`src/rtl/load_store_unit.sv`:
```
// load_store_unit: memory-access stage behind the ALU.
// Accepts one word-wide load or store at a time and drives a req/ack memory port.
// Loads produce a one-cycle register-file writeback.
// Misaligned addresses fail immediately, and unanswered requests time out.
//
// Handshake: an instruction transfers on a rising edge where in_valid && in_ready.
// in_ready is high only in IDLE. Upstream holds its instruction until it transfers.
// On the memory side, mem_ack is honoured only while mem_req is high. All mem_*
// request outputs stay stable from the start of REQ until the access exits.
module load_store_unit #(
    parameter int TIMEOUT = 16
) (
    input  logic        clk,
    input  logic        reset,
    input  logic        in_valid,
    output logic        in_ready,
    input  logic        is_load,
    input  logic [31:0] addr,
    input  logic [31:0] wdata,
    input  logic [3:0]  rd,
    output logic        mem_req,
    output logic        mem_we,
    output logic [31:0] mem_addr,
    output logic [31:0] mem_wdata,
    input  logic [31:0] mem_rdata,
    input  logic        mem_ack,
    output logic        wb_en,
    output logic [3:0]  wb_addr,
    output logic [31:0] wb_data,
    output logic        done,
    output logic        err,
    output logic        busy
);

    typedef enum logic [1:0] {
        IDLE = 2'd0,
        REQ  = 2'd1,
        DONE = 2'd2
    } state_t;

    state_t      state;
    logic        is_load_q;
    logic [3:0]  rd_q;
    logic [7:0]  cnt;

    // The last REQ cycle before the access is abandoned.
    localparam logic [7:0] CNT_LAST = 8'(TIMEOUT - 1);

    // Ready and stall are decoded purely from the state register.
    assign in_ready = (state == IDLE);
    assign busy     = (state != IDLE);

    // Access sequencer: every output below is a register updated only here.
    // mem_addr and mem_wdata double as the captured address and store data.
    always_ff @(posedge clk) begin
        if (reset) begin
            state     <= IDLE;
            is_load_q <= 1'b0;
            rd_q      <= 4'd0;
            cnt       <= 8'd0;
            mem_req   <= 1'b0;
            mem_we    <= 1'b0;
            mem_addr  <= 32'd0;
            mem_wdata <= 32'd0;
            wb_en     <= 1'b0;
            wb_addr   <= 4'd0;
            wb_data   <= 32'd0;
            done      <= 1'b0;
            err       <= 1'b0;
        end else begin
            case (state)
                IDLE: begin
                    if (in_valid) begin
                        is_load_q <= is_load;
                        rd_q      <= rd;
                        mem_addr  <= addr;
                        mem_wdata <= wdata;
                        if (addr[1:0] != 2'b00) begin
                            // Misaligned: report failure without touching memory.
                            state <= DONE;
                            done  <= 1'b1;
                            err   <= 1'b1;
                            wb_en <= 1'b0;
                        end else begin
                            state   <= REQ;
                            cnt     <= 8'd0;
                            mem_req <= 1'b1;
                            mem_we  <= !is_load;
                        end
                    end
                end
                REQ: begin
                    // An ack wins over an expiring counter in the same cycle.
                    if (mem_ack) begin
                        state   <= DONE;
                        mem_req <= 1'b0;
                        mem_we  <= 1'b0;
                        done    <= 1'b1;
                        err     <= 1'b0;
                        if (is_load_q) begin
                            wb_en   <= 1'b1;
                            wb_addr <= rd_q;
                            wb_data <= mem_rdata;
                        end
                    end else if (cnt == CNT_LAST) begin
                        state   <= DONE;
                        mem_req <= 1'b0;
                        mem_we  <= 1'b0;
                        done    <= 1'b1;
                        err     <= 1'b1;
                        wb_en   <= 1'b0;
                    end else begin
                        cnt <= cnt + 8'd1;
                    end
                end
                DONE: begin
                    state <= IDLE;
                    done  <= 1'b0;
                    err   <= 1'b0;
                    wb_en <= 1'b0;
                end
                default: begin
                    state   <= IDLE;
                    mem_req <= 1'b0;
                    mem_we  <= 1'b0;
                    done    <= 1'b0;
                    err     <= 1'b0;
                    wb_en   <= 1'b0;
                end
            endcase
        end
    end

endmodule

```
`config.mk`:
```
export PLATFORM = sky130hd
export DESIGN_NAME = load_store_unit
export DESIGN_NICKNAME = d
export VERILOG_FILES = /design/src/rtl/load_store_unit.sv
export SDC_FILE = /design/constraint.sdc
export NUM_CORES = 1
export LEC_CHECK = 0
export BUFFER_PORTS_ARGS = -buffer_cell sky130_fd_sc_hd__buf_2
export CORE_UTILIZATION = 49
export CTS_CLUSTER_DIAMETER = 80
export DETAILED_ROUTE_END_ITERATION = 10
export PLACE_DENSITY = 0.84
export SLEW_MARGIN = 20
export SYNTH_ARGS = -nofsm -noshare
export SYNTH_HDL_FRONTEND = slang
export SYNTH_SLANG_ARGS = --single-unit
```
`constraint.sdc`:
```
create_clock -name clk -period 3.45 [get_ports clk]
set_input_delay 0.1725 -clock clk [delete_from_list [all_inputs] [get_ports clk]]
set_output_delay 0.1725 -clock clk [all_outputs]
set_load 0.05 [all_outputs]
```
==> flow_summary_export.csv <==
group,metric,value,unit
synthesis,synth_nets,651,
power,cell_internal_pwr,2.98,mW
synthesis,synth_area_leaders,"dfxtp_1 (55%), nand2_1 (19%), a21oi_1 (13%)",
final_layout,drive_gt1_frac,0.301,
grt,overflow,0,
clock_network,clockBufferDepth,2,
synthesis,synth_top_area_frac,0.550,
synthesis,syn_inst,545,
worst_setup_path,r2r_slack,1.20,ns
grt,antenna_found_initial,0,
synthesis,ys.flop_type,"dfxtp_1",
timing,post-route-period-util,0.652,
power,p_sw,1.10,mW
worst_setup_path,cp_max_fo,31,
synthesis,yosysUniqueCellTypes,36,
final_layout,finalNetCount,951,
grt,grt_pass1_wl,23800,um
power,p_leak,3.24,nW
worst_setup_path,cp-start-kind,"register",
power,peakVddDrop,443,uV
timing,worst_slew_pin_slew,0.757,ns
synthesis,ys_seq_area_frac,0.550,
place,post-dp-hpwl,7840,um
route,avgViaCountPerCell,5.30,
power,p_sw_frac,0.270,
route,dr.pass1.iters,5,
clock_network,cts_tree,"built",
route,routed_wirelength,15900,um
timing,final_max_slew_viol_count,0,
floorplanning,core,8680,sq um
floorplanning,rows,34,
min_path,hold_path.class,"input port to register",
timing,finClkSkew,0.0113,ns
synthesis,ys_ff_latch,120,
worst_setup_path,required,3.86,ns
route,post_drt_wl_per_cell,16.5,um
power,power.share.clock,0.481,
timing,fmax,0.445,GHz
grt,grt_max_degree,73,
floorplanning,die_y,96.4,um
job,maxCapViolCount,0,
timing,fin_tns_setup,0,ns
timing,setup_violations,0,
power,combPwrFrac,0.154,
timing,hold_viol,0,
power,power_frac_seq,0.365,
synthesis,netlist_area,4360,sq um
route,num_vias,5127,
synthesis,synth_async_sr_flop_share,0,
synthesis,synth_warnings,0,
timing,rsz0062_at_grt,"no",
floorplanning,fp.dieW,96.4,um
place,portBuffers,211,
worst_setup_path,endpoint_kind,"register",
synthesis,synth_most_common_cell,"nand2_1",
synthesis,syn_avg_cell_area,8.01,sq um
grt,grt_pass1_vias,5146,
floorplanning,die_area,9290,sq um
synthesis,synth-edff-count,0,
status,status,"finished clean",
timing,whs,0.219,ns
route,antenna_left,0,
worst_setup_path,path_class,"register to register",
place,gp_congestion,0.841,
clock_network,ctsRootBufferMaster,"clkbuf_8",
worst_setup_path,critPathArrivalTime,2.66,ns
route,drc,0,
clock_network,clkTransAtPathRegs,0.06,ns
synthesis,ys_top_cells_by_count,"nand2_1 (220), dfxtp_1 (120), a21oi_1 (115)",
power,power.density,573,nW/um^2
grt,grtUsageTotal,0.340,
clock_network,cts-htree-levels,4,
synthesis,yosys.area.top_type,"dfxtp_1",
timing,slew_headroom,0.495,
clock_network,cts.sinks,120,
floorplanning,start_util,0.503,
clock_network,cts_buffers,17,
floorplanning,io-pin-count,212,
final_layout,syn2layout_area_growth,63.1,%
timing,layout_min_cycle_time,2.25,ns
clock_network,insertion_delay,0.51,ns
route,first_iter_violations,252,
logic make-up after synthesis:
kind of cell,Yosys count,synth area share
multiplexers,2,0.00459
XOR/XNOR,1,0.00201
flip-flops,120,0.550
AND/OR/NAND/NOR,247,0.231
AO/OA/AOI/OAI,133,0.165
adder cells (fa/ha/maj),1,0.00287
buffers and inverters,41,0.0439
cells in the final DEF, fill, tap and decap left out, types with 3 or more instances in the layout:
master         synthesis  final
o211ai_1               3      3
a21oi_1              115    115
nand3_1                6      6
nand2_1              220    219
clkinv_4               0      4
buf_4                  2      7
nor2_1                 4      4
bufinv_16              0      5
clkbuf_8               0      4
inv_6                  0      3
buf_2                 12    210
dlygate4sd3_1          0    102
nor3_1                 4      4
dfxtp_1              120    120
clkbuf_16              0     16
inv_1                  3      3
o21ai_0                4      4
metrics by stage:
step	setup WS, ns	util	power [mW]	area (sq um)	cells
global route	1.10	0.820	4.21	7110	966
global placement	1.48	0.625	2.01	5430	832
floorplan	1.32	-	1.87	4360	545
finish	1.20	0.820	4.08	7120	967
CTS	1.36	0.820	4.06	7110	966
detailed placement	1.39	0.625	2.02	5430	832
timing repair:
action                                 CTS  global route
endpoints found under the hold margin  103             0
buffers inserted                         0             0
gates resized for setup                  0             0
hold buffers                           102             0
registers in the layout (all words and copies together) (netlist names):
signal     count
mem_addr      32
mem_wdata     32
wb_data       32
cnt            8
rd_q           4
wb_addr        4
state          2
done           1
err            1
is_load_q      1
mem_req        1
mem_we         1
wb_en          1
power groups by stage:
stage                     clock (mW)  sequential [mW]  combinational (mW)
final                           1.96             1.49               0.627
after global routing            2.05             1.50               0.662
after CTS                       1.97             1.48               0.599
after detailed placement           0             1.51               0.509
after global placement             0             1.51               0.500
after floorplan                    0             1.70               0.168
worst paths after layout:
path | startpoint | to | depth (start not counted)
max | state[1] | mem_addr[10] | 5
max reg2reg | state[1] | mem_addr[10] | 5
min | in_valid | mem_we | 4
min reg2reg | mem_addr[28] | mem_addr[28] | 2
per-layer routing:
metal	up-vias	global-route usage	share of wire
met5	-	0	0
met3	58	0.122	0.084
met4	0	0.206	0.039
li1	2398	-	-
met1	2366	0.337	0.36
met2	305	0.608	0.51
area by class of cell:
cell class                      instances  area [sq um]
Fill cell                             472          1560
Inverter                                3          11.3
Clock buffer                           20           455
Sequential cell                       120          2400
Antenna cell                            1          2.50
Multi-Input combinational cell        384          1770
Tap cell                              108           135
Clock inverter                         12           211
Timing Repair Buffer                  319          2120
worst max-delay path: stages (launching register included):
cell	delay (ns)
dfxtp_1	0.42
nor2_1	0.37
and2_2	0.67
buf_4	0.38
nand2_1	0.09
a21oi_1	0.21
Power figures use the tool's default switching activity.
